### config.mk
export PLATFORM = sky130hd
export DESIGN_NAME = imm_rot_encoder
export DESIGN_NICKNAME = d
export VERILOG_FILES = /design/src/rtl/imm_rot_encoder_pkg.sv /design/src/rtl/imm_rot_encoder_rotl.sv /design/src/rtl/imm_rot_encoder.sv
export SDC_FILE = /design/constraint.sdc
export NUM_CORES = 1
export LEC_CHECK = 0
export ABC_CLOCK_PERIOD_IN_PS = 3600
export CORE_MARGIN = 1.5
export CORE_UTILIZATION = 57
export DETAILED_ROUTE_END_ITERATION = 10
export PLACE_DENSITY_LB_ADDON = 0.25
export SLEW_MARGIN = 10
export SYNTH_ARGS = -nofsm -noshare
export SYNTH_HDL_FRONTEND = slang
export SYNTH_SLANG_ARGS = --single-unit
### constraint.sdc
create_clock -name clk -period 3.6 [get_ports clk]
set_clock_uncertainty 0.15 [all_clocks]
set_input_delay 0.72 -clock clk [delete_from_list [all_inputs] [get_ports clk]]
set_output_delay 0.72 -clock clk [all_outputs]
set_load 0.1 [all_outputs]
### src/rtl/imm_rot_encoder_pkg.sv
// Shared widths and FSM state encodings for the operand-2 immediate encoder and decoder.
package imm_rot_encoder_pkg;

  localparam int ROT_W  = 4;
  localparam int IMM8_W = 8;
  localparam int SHOP_W = 12;

  typedef enum logic [1:0] {
    ST_IDLE   = 2'd0,
    ST_SEARCH = 2'd1,
    ST_DONE   = 2'd2
  } state_t;

endpackage

### src/rtl/imm_rot_encoder_rotl.sv
// Combinational rotate-left by an even amount (2*rot), used to test one candidate rotation.
module imm_rotl_even
  import imm_rot_encoder_pkg::*;
(
  input  logic [31:0]      i_data,
  input  logic [ROT_W-1:0] i_rot,
  output logic [31:0]      o_data
);

  logic [4:0]  w_shamt;
  logic [63:0] w_dbl;

  // Shifting the doubled word left keeps the wrapped-around bits in the upper half.
  assign w_shamt = {i_rot, 1'b0};
  assign w_dbl   = {i_data, i_data} << w_shamt;
  assign o_data  = w_dbl[63:32];

endmodule

### src/rtl/imm_rot_encoder.sv
// Iterative search for {rotate_imm, immed_8} such that value == ROR(immed_8, 2*rotate_imm),
// with an optional second pass on ~value for MOV->MVN rewriting.
module imm_rot_encoder
  import imm_rot_encoder_pkg::*;
#(
  parameter bit INV_EN = 1'b1
) (
  input  logic              clk,
  input  logic              rst,
  input  logic              in_valid,
  output logic              in_ready,
  input  logic [31:0]       in_value,
  input  logic              in_allow_inv,
  output logic              out_valid,
  input  logic              out_ready,
  output logic              out_found,
  output logic              out_inv,
  output logic [SHOP_W-1:0] out_shifter_operand
);

  state_t             r_state;
  state_t             w_nextState;
  logic [31:0]        r_value;
  logic [ROT_W-1:0]   r_rot;
  logic               r_pass;
  logic               r_allow;
  logic               r_outValid;
  logic               r_found;
  logic               r_inv;
  logic [SHOP_W-1:0]  r_shop;

  logic [31:0]        w_cur;
  logic [31:0]        w_cand;
  logic               w_hit;
  logic               w_lastRot;
  logic               w_retry;
  logic               w_outFire;

  assign w_cur     = r_pass ? ~r_value : r_value;
  assign w_hit     = (w_cand[31:8] == 24'd0);
  assign w_lastRot = (r_rot == 4'd15);
  assign w_retry   = !r_pass && r_allow;
  assign w_outFire = r_outValid && out_ready;

  imm_rotl_even u_rotl (
    .i_data (w_cur),
    .i_rot  (r_rot),
    .o_data (w_cand)
  );

  always_comb begin
    w_nextState = r_state;
    case (r_state)
      ST_IDLE:   if (in_valid) w_nextState = ST_SEARCH;
      ST_SEARCH: if (w_hit || (w_lastRot && !w_retry)) w_nextState = ST_DONE;
      ST_DONE:   if (w_outFire) w_nextState = ST_IDLE;
      default:   w_nextState = ST_IDLE;
    endcase
  end

  always_ff @(posedge clk or posedge rst) begin
    if (rst) r_state <= ST_IDLE;
    else     r_state <= w_nextState;
  end

  // DONE spends one cycle before out_valid rises; results are already latched by then.
  always_ff @(posedge clk or posedge rst) begin
    if (rst) begin
      r_value    <= '0;
      r_rot      <= '0;
      r_pass     <= 1'b0;
      r_allow    <= 1'b0;
      r_outValid <= 1'b0;
      r_found    <= 1'b0;
      r_inv      <= 1'b0;
      r_shop     <= '0;
    end else begin
      case (r_state)
        ST_IDLE: begin
          if (in_valid) begin
            r_value <= in_value;
            r_allow <= in_allow_inv & INV_EN;
            r_rot   <= '0;
            r_pass  <= 1'b0;
          end
        end
        ST_SEARCH: begin
          if (w_hit) begin
            r_found <= 1'b1;
            r_inv   <= r_pass;
            r_shop  <= {r_rot, w_cand[7:0]};
          end else if (!w_lastRot) begin
            r_rot <= r_rot + 4'd1;
          end else if (w_retry) begin
            r_pass <= 1'b1;
            r_rot  <= '0;
          end else begin
            r_found <= 1'b0;
            r_inv   <= 1'b0;
            r_shop  <= '0;
          end
        end
        ST_DONE: r_outValid <= !w_outFire;
        default: r_outValid <= 1'b0;
      endcase
    end
  end

  assign in_ready            = (r_state == ST_IDLE);
  assign out_valid           = r_outValid;
  assign out_found           = r_found;
  assign out_inv             = r_inv;
  assign out_shifter_operand = r_shop;

endmodule

After elaboration in Yosys (flattened, before gate mapping)
Index checks and enable logic that the tools add are counted.
{"block": "word_totals", "register_bits": 55, "latchBits": 0, "ramBits": 0, "rom_bits": 0, "inputBits": 37, "out_inout_bits": 16, "word_cells": 63, "n_memories": 0}
{"block": "op_classes", "add_sub_neg": 1, "n_mul": 0, "div": 0, "order_cmp": 0, "eq_ne": 11, "shift": 1, "mux": 23, "bitwise": 1, "n_reduce_logical": 17}
{"op": "64-bit by 5-bit << shifter with 64-bit output", "count": 1}
{"op": "12-bit 2-to-1 mux", "count": 3}
{"op": "32-bit 2-to-1 mux", "count": 1}
{"op": "32-bit NOT", "count": 1}
{"op": "24-bit zero test", "count": 1}
{"op": "4-bit 2-to-1 mux", "count": 4}
{"op": "2-bit != test (second input constant)", "count": 7}
{"op": "1-bit 2-to-1 mux", "count": 8}
{"op": "4-bit one-hot mux with 2 select lines", "count": 1}
{"op": "2-bit 2-to-1 mux", "count": 3}
{"op": "2-bit one-hot mux with 3 select lines", "count": 1}
{"op": "3-bit AND reduction", "count": 2}
{"op": "5-bit AND reduction", "count": 1}
{"op": "4-bit by 1-bit adder with 4-bit output (second input constant)", "count": 1}
{"op": "4-bit equality test (second input constant)", "count": 1}
{"op": "1-bit one-hot mux with 2 select lines", "count": 2}
{"op": "4-bit AND reduction", "count": 1}
{"op": "2-bit nonzero test", "count": 2}
{"op": "1-bit logical AND", "count": 3}
{"op": "1-bit zero test", "count": 3}
{"op": "3-bit != test (second input constant)", "count": 1}
{"op": "2-bit by 1-bit equality test with 1-bit output (second input constant)", "count": 1}
{"op": "2-bit equality test (second input constant)", "count": 1}
{"op": "2-bit zero test", "count": 1}
{"op": "other kinds (3)", "count": 3}

Longest topological paths before layout
{"block": "logic_depth", "depth_word": 7, "mapped_depth": 15, "mapped_depth_nobuf": 9}

Cells and area by module
Synthesis repeated with hierarchy kept, for this count alone.
{"block": "hier_totals", "cells_unflattened": 342, "area_unflattened_um2": 4156.5}
{"mod": "imm_rot_encoder", "instances": 1, "cells_each": 262, "area_per_inst_um2": 2556.2, "seq_area_each_um2": 1376.3}
{"mod": "imm_rotl_even", "instances": 1, "cells_each": 80, "area_per_inst_um2": 1600.3, "seq_area_each_um2": 0.0}

Worst setup path after synthesis
OpenSTA, ideal clock, no wires.
{"block": "synth_timing", "kind": "register -> register", "start": "register r_rot[0]", "end": "register r_shop[0] (netlist: out_shifter_operand[0])", "setup_ns": 0.122, "t_arrival_ns": 2.957, "required_time_ns": 3.328, "path_slack_ns": 0.371, "stages_incl_launch_ff": 14, "n_path_buf": 4, "path_cell_list": "dfrtp_1 -> buf_6 -> buf_6 -> buf_6 -> mux4_2 -> mux2i_1 -> xnor2_1 -> nand4_1 -> a2111oi_0 -> a31oi_2 -> nor3_4 -> o21ai_2 -> buf_6 -> a22o_1"}
{"block": "synth_between", "elab_chain_cells": 4, "word_cells_on_any_way": 7, "cone_classes": "2 x eq/ne; 1 x shift; 1 x mux; 3 x reduce/logical"}
{"element": "start, declared", "line": "imm_rot_encoder.sv:24", "text": "logic [ROT_W-1:0] r_rot;"}
{"element": "start signal, assigned", "line": "imm_rot_encoder.sv:93", "text": "r_rot <= r_rot + 4'd1;"}
{"element": "64-bit by 5-bit << shifter with 64-bit output", "line": "imm_rot_encoder_rotl.sv:15", "text": "assign w_dbl = {i_data, i_data} << w_shamt;"}
{"element": "24-bit zero test", "line": "imm_rot_encoder.sv:40", "text": "assign w_hit = (w_cand[31:8] == 24'd0);"}
{"element": "2-bit != test (no source line) or 2-bit nonzero test (tied branches)"}
{"element": "3-bit AND reduction (no source line)"}
{"element": "end signal, assigned", "line": "imm_rot_encoder.sv:91", "text": "r_shop <= {r_rot, w_cand[7:0]};"}
{"element": "end, declared", "line": "imm_rot_encoder.sv:30", "text": "logic [SHOP_W-1:0] r_shop;"}
Parallel ways exist; a longest one is shown, timed or not.
A chain may end at the register's enable or synchronous reset.

Worst setup path after layout
{"block": "layout_timing", "start": "register r_rot[0]", "end": "register r_shop[7] (netlist: out_shifter_operand[7])"}
Same word-level chain as after synthesis.

==> impl_results.md <==
* Post-synth cell types at 72
* CP Capture Type: flip-flop
* Leakage at 0.002402 µW
* Rows at 32
* Total routed wirelength at 13710 µm
* Final number of setup-violating endpoints at 0
* Placed cell count at approximately 650
* Max-Cap Viols at 0
* DR pass1 iterations at 5
* Routed vias at 4118
* Final hold violation count at 0
* Post-Syn Area at 4518 µm²
* Number of synthesized flops with an enable pin at 0
* Yosys reg bits at 55
* Post-CTS Hold Buffers at 0
* Post-DP HPWL at 10460 µm
* Max_slew headroom at 35.45%
* Startpoint Class: flip-flop
* Critical Path AT at roughly 3.6 ns
* Slew Limit Fails at 0
* Avg Cell Area, Syn at 9.296 µm²
* Adder-Cell Fraction of Synth Area at 0.2769%
* GR Overflow Total at 0
* Overall Power at 5670 µW
* Peak Freq at about 0.29 GHz
* Core footprint at 7687 µm²
* Status: completed
* Resized Gates After CTS at 0
* Layout area overhead at 18.42%
* Post-Synthesis Cells at 486
* Die width at 92.03 µm
* Post-synthesis simple-gate area fraction at between 20 and 25%
* Largest family of logic cells by synthesized area: multiplexers
* TritonCTS Sinks at 55
* # IOs at 53
* Timing startpoint of the critical path: r_rot[0]
* Final #Nets at 588
* Synth Flop Type: dfrtp_1
* Clk Latency, worst-skew pair at 0.32 ns
* FF+latch area at 1379 µm²
* Final period utilization at 96.75%
* Core Util, Final at between 60% and 70%
* Residual DRC at 0
* Min-delay worst type: flip-flop to flip-flop
* Share of layout cells above drive strength 1 at about a fifth
* Gr usage total at about a third
* Root buffer selected by CTS: clkbuf_8
* Post-Synth XOR/XNOR Area at 3.295%
* Diodes inserted at 0
* Worst-path clk slew at 0.11 ns
* Multi-input gate area at 2834 µm²
* Ys Warns at 0
* Final worst path period need at 3.483 ns
* Vias per inst at 6.306
* Starting density of the core at between 50 and 60%
* Most frequent cells in the layout: 133 x nand2_1, 53 x dfrtp_1, 50 x mux2i_1
* Vias in the first global route at 4081
* Initial antenna violation count at 0
* TNS Setup at 0 ns
* Worst vdd ir at between 0.4 and 0.5 mV
* Setup CP Type: flip-flop to flip-flop
* WL per Instance at 21.00 µm
* Die height at 92.03 µm
* Worst-Margin Slew at 0.9652 ns
* Crit-path max FO at 16
* Net Count, Synth at approximately 520
* Largest net degree at the start of global routing at 52
* Die area at 8470 µm²
* Drt initial violations at 401
* Clock buffer depth at 2
* Clock buffer count from CTS at 5
* RR Startpoint: r_rot[0]
* FFs w/ async S/R, synth at 100.0%
* Hold WS at 0.3557 ns
* Routed Antenna Nets at 0
* Mux cell area share after synthesis at 23.43%
* Crit path required time at 3.67 ns
* # port buffers at 52
* Filler cell count at 623
* Final cell count without fillers at between 600 and 700
* Commonest non-fill, non-tap cell in the layout: nand2_1
* RD Place Congestion at 0.9991
* Level count of the clock H-tree at 2
* Post-CTS Setup Inserts at 0
* Compound-gate portion of the synthesized area at 13.02%
* Pwr dens at 1060 nW/µm²
* Sequential area share after synthesis at 30.46%
* Hold Path Origin: out_found
* First-pass GRT wire length at approximately 22000 µm
* CTS tree: done
* Worst R2R Setup Slack at 0.12 ns
-- path summary, 6_finish.rpt --
path,endpoint,depth (start not counted)
setup / recovery,out_shifter_operand[7],10
hold / removal,out_found,1
setup reg to reg,out_shifter_operand[7],10
hold reg to reg,out_found,1
max in group asynchronous,r_rot[0],3
min in group asynchronous,r_value[24],2
-- worst max-delay path, stage by stage (launching register included) --
cell	delay [ns]
dfrtp_2	0.52
buf_12	0.20
mux2_2	0.39
or4_1	0.53
a221o_1	0.33
o21a_1	0.11
o211ai_2	0.09
o311ai_4	0.19
nor3_4	0.36
o21ai_4	0.18
a22o_2	0.32
-- final cells by class --
cell class,instances,share of cell area [%]
well taps,102,2.385
clock inverters,3,1.263
clock buffers,5,1.286
inverters,7,0.4911
repair buffers,90,15.83
flip-flops and latches,55,25.77
multi-input cells,391,52.97
-- synth_stat cells, types with 8 or more instances --
cell	count	share of area (%)
a22o_1	11	2.1
mux2i_1	50	11
nand3_1	11	1.2
mux4_2	11	5.5
clkbuf_1	8	0.66
buf_6	12	3.0
mux2_2	23	5.7
nor2_1	12	1.0
dfrtp_1	55	30
nand2_1	133	11
xnor2_1	17	3.3
-- registers in the layout, summed over array words and instances (netlist names) --
name / cells
out_valid: 1
out_found: 1
r_state: 2
r_allow: 1
out_shifter_operand: 12
r_rot: 4
out_inv: 1
r_value: 32
r_pass: 1
-- power breakdown --
| part | leakage [µW] | total (µW) | switching, µW | internal (µW) |
|---|---|---|---|---|
| logic | 0.00163 | 3990 | 2210 | 1770 |
| registers | 0.000704 | 1180 | 347 | 835 |
| clock network | 0.0000644 | 502 | 224 | 278 |
| total | 0.00240 | 5670 | 2780 | 2880 |
-- cells by family after synthesis --
| logic type | Yosys count |
|---|---|
| adder cells (fa/ha/maj) | 1 |
| flip-flops | 55 |
| buffers and inverters | 40 |
| multiplexers | 87 |
| AO/OA/AOI/OAI | 72 |
| AND/OR/NAND/NOR | 214 |
| XOR/XNOR | 17 |
-- metrics by stage --
stage / setup WS [ns] / cell area, µm²
3_5_place_dp: 0.08205 / 5200
2_1_floorplan: 0.3708 / 4518
3_3_place_gp: 0.1784 / 5200
6_report: 0.1169 / 5350
4_1_cts: 0.05698 / 5336
5_1_grt: -0.002021 / 5350
-- per-layer routing --
metal  track usage, %  up-vias  wire length, µm
met4            16.92        0              701
li1                 -     1901                -
met5                0        -                0
met3            4.146       59              987
met1            47.04     1947             5778
met2            53.46      211             6242
No activity file was read; power rests on OpenSTA's default activity.
